--- config.mk ---
export PLATFORM = sky130hd
export DESIGN_NAME = uart_rx_frame_ctl
export DESIGN_NICKNAME = d
export VERILOG_FILES = /design/src/rtl/uart_rx_frame_ctl.sv
export SDC_FILE = /design/constraint.sdc
export NUM_CORES = 1
export LEC_CHECK = 0
export ABC_CLOCK_PERIOD_IN_PS = 2350
export CAP_MARGIN = 20
export CORE_MARGIN = 2
export CORE_UTILIZATION = 44
export DETAILED_ROUTE_END_ITERATION = 8
export PLACE_DENSITY_LB_ADDON = 0.05
export SYNTH_ARGS = -nofsm -noshare
export SYNTH_HDL_FRONTEND = slang
export SYNTH_SLANG_ARGS = --single-unit
--- constraint.sdc ---
create_clock -name clk -period 2.35 [get_ports clk]
set_clock_uncertainty 0.05 [all_clocks]
set_input_delay 0.47 -clock clk [delete_from_list [all_inputs] [get_ports clk]]
set_output_delay 0.47 -clock clk [all_outputs]
set_load 0.01 [all_outputs]
--- src/rtl/uart_rx_frame_ctl.sv ---
// UART receive frame sequencer: header detect, payload write to image buffer, additive checksum, valid/ack handoff.
// Optional macro UART_RX_FRAME_DROP_CNT_EN adds a saturating drop_cnt output for dropped bytes and aborted frames.
module uart_rx_frame_ctl #(
  parameter logic [7:0] HDR_BYTE    = 8'hA5,
  parameter int         PAYLOAD_LEN = 784,
  parameter int         ADDR_W      = 10,
  parameter int         TIMEOUT_CYC = 500000,
  parameter int         TO_W        = 20
) (
  input  logic              clk,
  input  logic              rst,
  input  logic [7:0]        rx_data,
  input  logic              rx_done_sig,
  output logic              wr_en,
  output logic [ADDR_W-1:0] wr_addr,
  output logic [7:0]        wr_data,
  output logic              frame_valid,
  input  logic              frame_ack,
  output logic              busy,
  output logic              err_checksum,
  output logic              err_timeout
`ifdef UART_RX_FRAME_DROP_CNT_EN
  ,
  output logic [7:0]        drop_cnt
`endif
);

  localparam logic [ADDR_W-1:0] LAST_ADDR = ADDR_W'(PAYLOAD_LEN - 1);
  localparam logic [TO_W-1:0]   TO_LAST   = TO_W'(TIMEOUT_CYC - 1);

  typedef enum logic [1:0] {IDLE, PAYLOAD, CSUM, READY} state_t;

  state_t            state, state_nx;
  logic [ADDR_W-1:0] cnt, cnt_nx;
  logic [7:0]        acc, acc_nx;
  logic [TO_W-1:0]   to_cnt, to_nx;
  logic              wr_en_nx;
  logic [ADDR_W-1:0] wr_addr_nx;
  logic [7:0]        wr_data_nx;
  logic              err_cs_nx, err_to_nx;
  logic              expire;

  // A byte arriving on the expiry cycle takes precedence over the timeout.
  assign expire = !rx_done_sig && (to_cnt == TO_LAST);

  always_ff @(posedge clk or negedge rst) begin
    if (!rst) state <= IDLE;
    else      state <= state_nx;
  end

  always_comb begin
    state_nx   = state;
    cnt_nx     = cnt;
    acc_nx     = acc;
    to_nx      = to_cnt;
    wr_en_nx   = 1'b0;
    wr_addr_nx = wr_addr;
    wr_data_nx = wr_data;
    err_cs_nx  = 1'b0;
    err_to_nx  = 1'b0;
    case (state)
      IDLE: begin
        if (rx_done_sig && rx_data == HDR_BYTE) begin
          state_nx = PAYLOAD;
          cnt_nx   = '0;
          acc_nx   = '0;
          to_nx    = '0;
        end
      end
      PAYLOAD: begin
        if (rx_done_sig) begin
          wr_en_nx   = 1'b1;
          wr_addr_nx = cnt;
          wr_data_nx = rx_data;
          acc_nx     = acc + rx_data;
          cnt_nx     = cnt + ADDR_W'(1);
          to_nx      = '0;
          if (cnt == LAST_ADDR) state_nx = CSUM;
        end else if (expire) begin
          err_to_nx = 1'b1;
          state_nx  = IDLE;
        end else begin
          to_nx = to_cnt + TO_W'(1);
        end
      end
      CSUM: begin
        if (rx_done_sig) begin
          to_nx = '0;
          if (rx_data == acc) begin
            state_nx = READY;
          end else begin
            err_cs_nx = 1'b1;
            state_nx  = IDLE;
          end
        end else if (expire) begin
          err_to_nx = 1'b1;
          state_nx  = IDLE;
        end else begin
          to_nx = to_cnt + TO_W'(1);
        end
      end
      READY: begin
        if (frame_ack) state_nx = IDLE;
      end
      default: state_nx = IDLE;
    endcase
  end

  // Outputs are registered from next-state values so they line up with the state register.
  always_ff @(posedge clk or negedge rst) begin
    if (!rst) begin
      cnt          <= '0;
      acc          <= '0;
      to_cnt       <= '0;
      wr_en        <= 1'b0;
      wr_addr      <= '0;
      wr_data      <= '0;
      frame_valid  <= 1'b0;
      busy         <= 1'b0;
      err_checksum <= 1'b0;
      err_timeout  <= 1'b0;
    end else begin
      cnt          <= cnt_nx;
      acc          <= acc_nx;
      to_cnt       <= to_nx;
      wr_en        <= wr_en_nx;
      wr_addr      <= wr_addr_nx;
      wr_data      <= wr_data_nx;
      frame_valid  <= (state_nx == READY);
      busy         <= (state_nx == PAYLOAD) || (state_nx == CSUM);
      err_checksum <= err_cs_nx;
      err_timeout  <= err_to_nx;
    end
  end

`ifdef UART_RX_FRAME_DROP_CNT_EN
  logic drop_inc, drop_clr;

  // Clear on ack wins over a byte landing in the same cycle.
  assign drop_clr = (state == READY) && frame_ack;
  assign drop_inc = ((state == READY) && !frame_ack && rx_done_sig) || err_cs_nx || err_to_nx;

  always_ff @(posedge clk or negedge rst) begin
    if (!rst)                             drop_cnt <= '0;
    else if (drop_clr)                    drop_cnt <= '0;
    else if (drop_inc && drop_cnt != 8'hFF) drop_cnt <= drop_cnt + 8'd1;
  end
`endif

endmodule

* Word-level counts from Yosys, hierarchy flattened *
Cells that the tools add are included.

word-level totals
  bits in registers = 63
  latch bits = 0
  bits in writable memories = 0
  bits in read-only memories = 0
  bits of input ports = 12
  output and inout bits = 23
  logic and storage cells = 64
  memories = 0

cells by class
  add/sub/neg operators = 3
  multiply operators = 0
  divide/modulo/power cells = 0
  magnitude comparators = 0
  eq/ne operators = 13
  shift operators = 0
  muxes and demuxes = 26
  bitwise operators = 0
  reductions and logical operators = 11

operators with widths
  operator               number
  $mux 20                3
  $pmux 20 s2            1
  $add 20x1->20 const B  1
  $eq 20x19->1 const B   1
  $mux 10                2
  $pmux 10 s2            1
  $mux 8                 2
  $pmux 8 s2             1
  $mux 2                 7
  $add 10x1->10 const B  1
  $eq 10x10->1 const B   1
  $add 8x8->8            1
  $eq 2x2->1 const B     4
  $eq 8x8->1             1
  $eq 8x8->1 const B     1
  $mux 1                 8
  $pmux 2 s4             1
  $reduce_and 3->1       2
  $eq 2x1->1 const B     2
  $ne 2x2->1 const B     2
  $reduce_bool 2->1      2
  $ne 3x3->1 const B     1
  $logic_and 1x1->1      2
  $logic_not 2->1        1
  4 further kinds        4

* Longest topological paths before layout *
Gate-level depths: netlist (run 1).

  depth after elaboration = 7
  mapped depth = 9

* Worst setup path after synthesis (run 1) *
OpenSTA, ideal clock, no wires.

  path kind = input-to-reg
  start point = input port rx_data[4]
  end point = register busy
  arrival = 1947 ps
  path slack = 227 ps
  cell stages on the path = 8
  path buffers = 1
  cells stage by stage = ha_1 > clkbuf_1 > nor4_1 > and3_1 > o21ai_0 > a21oi_1 > o31a_1 > ha_1

between the ends
  longest elaborated chain between the ends = 6
  elaborated cells on any way between the ends = 10
  those cells by class = eq/ne: 4; mux: 4; reduce/logical: 2

RTL lines
  item                                         line    RTL
  start, declared                              12      input logic [7:0] rx_data,
  $eq 8x8->1, on equally long branches         89, 63
  $mux 2 or $logic_and 1x1->1 (tied branches)  89, 63
  $mux 2, on equally long branches             87, 63
  $pmux 2 s4 *                                 61      case (state)
  named net state_nx[0]                        33      state_t state, state_nx;
  $eq 2x1->1 or $eq 2x2->1 (tied branches)     130     busy <= (state_nx == PAYLOAD) || (state_nx == CSUM);
  $logic_or 1x1->1 *                           130
  end signal, assigned                         130
  end, declared                                19      output logic busy,

The timed path passes the listed nets; every way through them passes the cells marked *.
A chain may end at the register's enable or synchronous reset.

* Worst setup path in the final report (run 1) *
  start point = input port rx_data[5]
  end point = register to_cnt[15]

between the ends
  longest elaborated chain between the ends = 4

RTL lines
  item                        line  RTL
  $eq 8x8->1                  63    if (rx_done_sig && rx_data == HDR_BYTE) begin
  $logic_and 1x1->1           63
  $ne 2x2->1 (no line)        --
  $reduce_and 3->1 (no line)  --
  end signal, assigned        125   to_cnt <= to_nx;
  end, declared               36    logic [TO_W-1:0] to_cnt, to_nx;

No other way between the ends.

==> results of run 1 <==
==> cells by family (layout without fill, tap and decap cells) <==
| group | count (synthesis) | after routing |
|---|---|---|
| and+or+nand+nor | 139 | 139 |
| AOI/OAI and AO/OA | 78 | 78 |
| DFF | 63 | 63 |
| buffers and inverters | 28 | 112 |
| muxes | 19 | 19 |
| adders and majority gates | 15 | 15 |
| xor gates and xnor gates | 12 | 12 |
==> worst max-delay path by stage <==
stage	cells after the start	endpoint	slack [ps]	start
floorplan	8	busy$_DFF_PN0_	230	rx_data[4]
global placement	8	busy$_DFF_PN0_	-370	rx_data[1]
detailed placement	8	busy$_DFF_PN0_	-420	rx_data[1]
CTS	8	busy$_DFF_PN0_	3	rx_data[1]
global route	9	acc[4]$_DFFE_PN0P_	2	rx_data[0]
finish	7	to_cnt[15]$_DFFE_PN0P_	90	rx_data[5]
==> cell type report <==
type	count	area share, %
clock buffer	10	2.99
inverter	14	1.14
clock inverter	6	2.52
sequential	63	34.2
timing repair buffer	82	16.0
tap	102	2.77
multi-input combinational	263	40.4
==> cells in the final DEF (no fill, tap or decap), types with 3 or more instances in the layout <==
master	count
buf_12	3
and3_1	4
ha_1	12
dfrtp_1	63
nor3_1	13
inv_1	13
o31ai_1	10
o21ai_1	19
o31a_1	3
clkdlybuf4s50_1	32
nor2_1	27
clkbuf_8	10
a21oi_1	8
and2_1	4
mux2_2	19
bufinv_16	3
o21ai_0	10
a31oi_1	5
xor2_1	3
or3_1	3
nand2_1	33
nand3_1	16
xnor2_1	9
nor2b_1	4
nand4_1	9
buf_4	45
nor4_1	4
nand2b_1	4
o41ai_1	3
==> per-stage QoR <==
step / util (%) / setup TNS (ps) / std cells / cell area (um2) / hold WS [ps]
floorplan: - / 0 / 354 / 3500 / 124
global placement: 55.5 / -5370 / 524 / 4290 / 421
detailed placement: 55.5 / -6180 / 524 / 4290 / 441
CTS: 59.0 / 0 / 540 / 4560 / 86.7
global route: 59.7 / 0 / 540 / 4610 / 107
finish: 59.7 / 0 / 540 / 4610 / 82.1
==> critical path: stages <==
cell	delay (ps)
clkdlybuf4s50_1	540
buf_4	140
and4bb_2	250
a31oi_1	120
a311o_2	570
o21ai_1	230
o31ai_1	100
==> per-layer routing <==
layer  vias to the layer above  track usage (%)  wire length [um]
met4                         0             6.00                65
li1                       1467                -                 -
met5                         -                0                 0
met1                      1439             25.8              3690
met3                         8             4.35               273
met2                        63             35.0              4010
==> sequential cells by signal, summed over array words and instances (netlist names) <==
signal        cells
acc               8
busy              1
cnt              10
err_checksum      1
err_timeout       1
frame_valid       1
state             2
to_cnt           20
wr_addr          10
wr_data           8
wr_en             1
==> timing repair <==
action                                  in CTS  in global routing
gates cloned                                 0                  0
endpoints found under the setup margin       1                  2
pin swaps                                    2                  0
resized for setup                            4                  7
==> report_power, final <==
| part | leakage (uW) | switching, uW | internal, uW |
|---|---|---|---|
| logic | 0.00104 | 963 | 1010 |
| registers | 0.000843 | 140 | 1310 |
| clock network | 0.000127 | 449 | 741 |
| total | 0.00201 | 1550 | 3060 |
==> flow_metrics.py, run 1 <==
metrics = {
    "status": {
        "status": "complete, no violations",
    },
    "yosys": {
        "ys_warn_count": 0,
        "ys_seq_area_share_pct": 45.0,
        "synth_xor_area_share_pct": 3.00,
        "yosys-top-cells-area": "dfrtp_1, mux2_2, ha_1, nand2_1, nor2_1",
        "yosys-top-cells-count": "dfrtp_1, nand2_1, nor2_1",
        "synth_fa_ha_area_share_pct": 5.58,
        "synth_compound_area_share_pct": 15.4,
        "synth_edf_count": 0,
        "synthMostInstantiatedCell": "dfrtp_1",
        "synth.top_cell.area_share_pct": 45.0,
        "syn_avg_cell_area_um2": 9.89,
        "synth_mux_area_share_pct": 6.11,
        "async_flop_share_pct": 100,
        "synth-simple-area-share_pct": 21.2,
        "syn-cell-area_um2": 3500,
        "ys_dominant_reg_cell": "dfrtp_1",
        "ys_types": 59,
        "yosysTopAreaCell": "dfrtp_1",
        "synth_nets": 381,
        "synth_top_family_by_area": "simple AND/OR/NAND/NOR gates",
        "synth_cells": 354,
        "ys_seq_elements": 63,
    },
    "route": {
        "first_pass_iters": 4,
        "remaining_drc_errors": 0,
        "wirelength_um": 8050,
        "viasPerCell": 5.51,
        "antenna_left": 0,
        "dr.first_iter.drc_count": 119,
        "wl_per_cell_um": 14.9,
        "via_count": 2977,
    },
    "critical_path": {
        "start_kind": "input pin",
        "r2r_end": "busy$_DFF_PN0_",
        "critPathCaptureType": "register",
        "worst_r2r_path_depth": 6,
        "r2r_start": "to_cnt[5]$_DFFE_PN0P_",
        "ff2ff_setup_slack_ps": 150,
        "cp_max_fo": 22,
        "crit_required_ps": 2510,
        "worst-setup-path-type": "in2reg",
        "crit_arrival_ps": 2420,
    },
    "power_and_ir_drop": {
        "p_leak_uw": 0.00201,
        "irDropWorstVdd_mv": 0.467,
        "power_uw": 4610,
        "p_per_area_nw_per_um2": 1000,
    },
    "place": {
        "pre_cts_ws_ps": -421,
        "globalplace.congestion": 0.829,
        "io_buffers": 34,
        "dp_hpwl_um": 5830,
    },
    "clock_tree": {
        "ctsHoldBuffers": 0,
        "cts_num_sinks": 63,
        "cts_tree": "built",
        "root_buffer": "clkbuf_8",
        "clockBufferDepth": 2,
        "worst_skew_pair.late_latency_ps": 340,
        "clkTransAtPathRegs_ps": 80,
        "post_cts_buffers": 0,
        "htree_levels": 3,
        "cts_buffers": 9,
    },
    "finish": {
        "n_fill_cell": 659,
        "multi_input_area_um2": 1860,
        "area.sequential_um2": 1580,
        "fin_nets": 460,
        "syn2layout_area_growth_pct": 31.7,
        "final_layout_size_suffix_gt1_share_pct": 23.5,
        "n_antenna_cell": 0,
    },
    "sta": {
        "max_freq_mhz": 443,
        "setup_viol": 0,
        "slew_headroom_pct": 64.5,
        "fin_crit_sh_pct": 96.0,
        "tightest_slew_ps": 528,
        "slew_violations": 0,
        "fin_crit_ps": 2260,
        "worst_slack_ps": 93.3,
        "rsz0062_at_grt": "no",
        "finalHoldViolCount": 0,
    },
    "grt": {
        "antenna_found_initial": 0,
        "grt_max_degree": 64,
        "grt_pass1_wl_um": 14100,
        "grt_pass1_vias": 2996,
        "grt_usage_pct": 20.3,
        "gr-total-overflow": 0,
    },
    "flow_run": {
        "cap_viol_max_count": 0,
    },
    "floorplanning": {
        "ioPinCount": 35,
        "fp-row-count": 32,
        "die_x_um": 93.2,
        "die_area_um2": 8680,
        "die_y_um": 93.2,
        "core_area_um2": 7730,
        "start_util_pct": 45.3,
    },
    "min_path": {
        "hold_class": "in2async",
    },
}
Note: power is estimated with default switching activity, not from simulation.
==> run 2: changes to the inputs <==
--- a/config.mk
+++ b/config.mk
@@ -9,6 +9,7 @@
 export CAP_MARGIN = 20
 export CORE_MARGIN = 2
 export CORE_UTILIZATION = 44
+export CTS_CLUSTER_DIAMETER = 200
 export DETAILED_ROUTE_END_ITERATION = 8
 export PLACE_DENSITY_LB_ADDON = 0.05
 export SYNTH_ARGS = -nofsm -noshare
==> results of run 2 <==
The final DEF is identical to that of run 1; final timing and power are the same.
==> run 3: changes to the inputs <==
--- a/config.mk
+++ b/config.mk
@@ -7,11 +7,11 @@
 export LEC_CHECK = 0
 export ABC_CLOCK_PERIOD_IN_PS = 2350
 export CAP_MARGIN = 20
-export CORE_MARGIN = 2
 export CORE_UTILIZATION = 44
 export CTS_CLUSTER_DIAMETER = 200
 export DETAILED_ROUTE_END_ITERATION = 8
 export PLACE_DENSITY_LB_ADDON = 0.05
+export SLEW_MARGIN = 20
 export SYNTH_ARGS = -nofsm -noshare
 export SYNTH_HDL_FRONTEND = slang
 export SYNTH_SLANG_ARGS = --single-unit
==> run 3 against run 2 <==
  * Wire length grew 1.0%
  * Highest routed layer unchanged
  * Largest cell class unchanged
  * Design area fell by 1.9%
  * Register-to-register slack gained 30 ps
  * Final cell count stayed put
  * Global-route usage up 0.73 points
  * Sequential cell count did not move
  * Total power fell by 5.2%
  * Sequential power about the same
==> flow_metrics.py, run 3 (synthesis gave the netlist of run 1 again) <==
metrics = {
    "sta": {
        "slew_violations": 0,
        "max_freq_mhz": 443,
        "tightest_slew_ps": 522,
        "finalHoldViolCount": 0,
        "fin_crit_ps": 2260,
        "setup_viol": 0,
        "fin_tns_setup_ps": 0,
        "hold_slack_ps": 57.0,
        "slew_headroom_pct": 64.9,
        "fin_crit_sh_pct": 96.1,
        "worst_slack_ps": 92.2,
    },
    "floorplanning": {
        "die_y_um": 91.2,
        "ioPinCount": 35,
        "core_area_um2": 7730,
        "fp-row-count": 32,
        "die_x_um": 91.2,
        "die_area_um2": 8310,
        "start_util_pct": 45.3,
    },
    "clock_tree": {
        "cts_buffers": 9,
        "worst_skew_pair.late_latency_ps": 340,
        "post_cts_buffers": 0,
        "cts_tree": "built",
        "clockBufferDepth": 2,
        "root_buffer": "clkbuf_8",
        "cts_num_sinks": 63,
        "htree_levels": 3,
        "clkTransAtPathRegs_ps": 80,
    },
    "grt": {
        "gr-total-overflow": 0,
        "grt_max_degree": 64,
        "grt_pass1_vias": 2861,
        "grt_pass1_wl_um": 13800,
        "antenna_found_initial": 0,
        "grt_usage_pct": 21.1,
    },
    "critical_path": {
        "worst-setup-path-type": "in2reg",
        "crit_arrival_ps": 2440,
        "r2r_end": "busy$_DFF_PN0_",
        "critPathCaptureType": "register",
        "ff2ff_setup_slack_ps": 180,
        "worst_r2r_path_depth": 6,
        "r2r_start": "to_cnt[5]$_DFFE_PN0P_",
        "cp_max_fo": 4,
        "crit_required_ps": 2540,
        "start_kind": "input pin",
    },
    "power_and_ir_drop": {
        "irDropWorstVdd_mv": 0.379,
        "p_leak_uw": 0.00198,
        "p_per_area_nw_per_um2": 968,
    },
    "status": {
        "status": "complete, no violations",
    },
    "route": {
        "via_count": 2964,
        "wirelength_um": 8130,
        "maxUsedRoutingLayer": "met4",
        "viasPerCell": 5.49,
        "antenna_left": 0,
        "remaining_drc_errors": 0,
        "wl_per_cell_um": 15.1,
        "wl_met2_um": 3980,
        "dr.first_iter.drc_count": 101,
        "met3_length_um": 222,
        "m1WireLength_um": 3740,
        "first_pass_iters": 5,
    },
    "finish": {
        "post-route-util_pct": 58.5,
        "n_antenna_cell": 0,
        "fin_nets": 460,
        "regMostFlops": "to_cnt",
        "syn2layout_area_growth_pct": 29.2,
        "final_layout_size_suffix_gt1_share_pct": 22.8,
        "most-common-layout-cells": "dfrtp_1, buf_4, nand2_1",
        "top_regs": "to_cnt: 20 flops, cnt: 10 flops, wr_addr: 10 flops",
        "n_fill_cell": 703,
        "layout_commonest_cell": "dfrtp_1",
        "largest_reg_flops": 20,
    },
    "place": {
        "pre_cts_ws_ps": -481,
        "globalplace.congestion": 0.825,
        "io_buffers": 34,
        "dp_hpwl_um": 5820,
    },
    "min_path": {
        "hold_class": "in2async",
    },
    "flow_run": {
        "cap_viol_max_count": 0,
    },
}
-- run 3: cell count changes in the layout (fill, tap and decap cells not counted), sizes merged --
cell	delta
clkinv	+2
clkinvlp	+1
bufinv	-2
inv	-1
-- run 3: worst max-delay path by stage --
stage,end,from,slack [ps]
floorplan,busy$_DFF_PN0_,rx_data[4],230
global placement,busy$_DFF_PN0_,rx_data[1],-390
detailed placement,busy$_DFF_PN0_,rx_data[1],-480
CTS,busy$_DFF_PN0_,to_cnt[5]$_DFFE_PN0P_,8
global route,busy$_DFF_PN0_,rx_data[5],-20
finish,busy$_DFF_PN0_,rx_data[5],90
-- run 3: through the flow --
stage / instance area [um2] / total power, uW / instances
detailed placement: 4300 / 3430 / 524
finish: 4520 / 4380 / 540
global route: 4520 / 4680 / 540
floorplan: 3500 / 2580 / 354
global placement: 4300 / 3400 / 524
CTS: 4500 / 4390 / 540
-- run 3: where the power goes --
part	total, uW	leakage [uW]	switching, uW	internal, uW
registers	1450	0.000843	139	1310
clock network	931	0.0000960	445	486
logic	1990	0.00105	965	1030
-- run 3: layer usage --
layer,up-vias,GRT usage (%)
met3,16,3.85
li1,1460,-
met1,1435,27.1
met4,0,9.39
met2,53,34.6
met5,-,0
-- run 3: what timing repair did --
action                     CTS  global route
setup endpoints to repair    1             3
hold buffers                 0             0
pin swaps                    2             3
hold endpoints to repair     0             0
resized for setup            2             6
-- run 3: layout make-up --
type	instances	area [um2]	area share, %
clock buffer	10	128	2.82
clock inverter	6	61.3	1.36
inverter	14	52.6	1.16
multi-input combinational	263	1830	40.4
sequential	63	1580	34.9
tap	102	128	2.82
timing repair buffer	82	748	16.6
-- run 3: critical path, cell delays in order --
cell and delay [ps]:
clkdlybuf4s50_1 420, ha_1 310, nor4_2 300, and3_4 260
o21ai_0 80, a21oi_1 180, o31a_1 190, ha_1 230
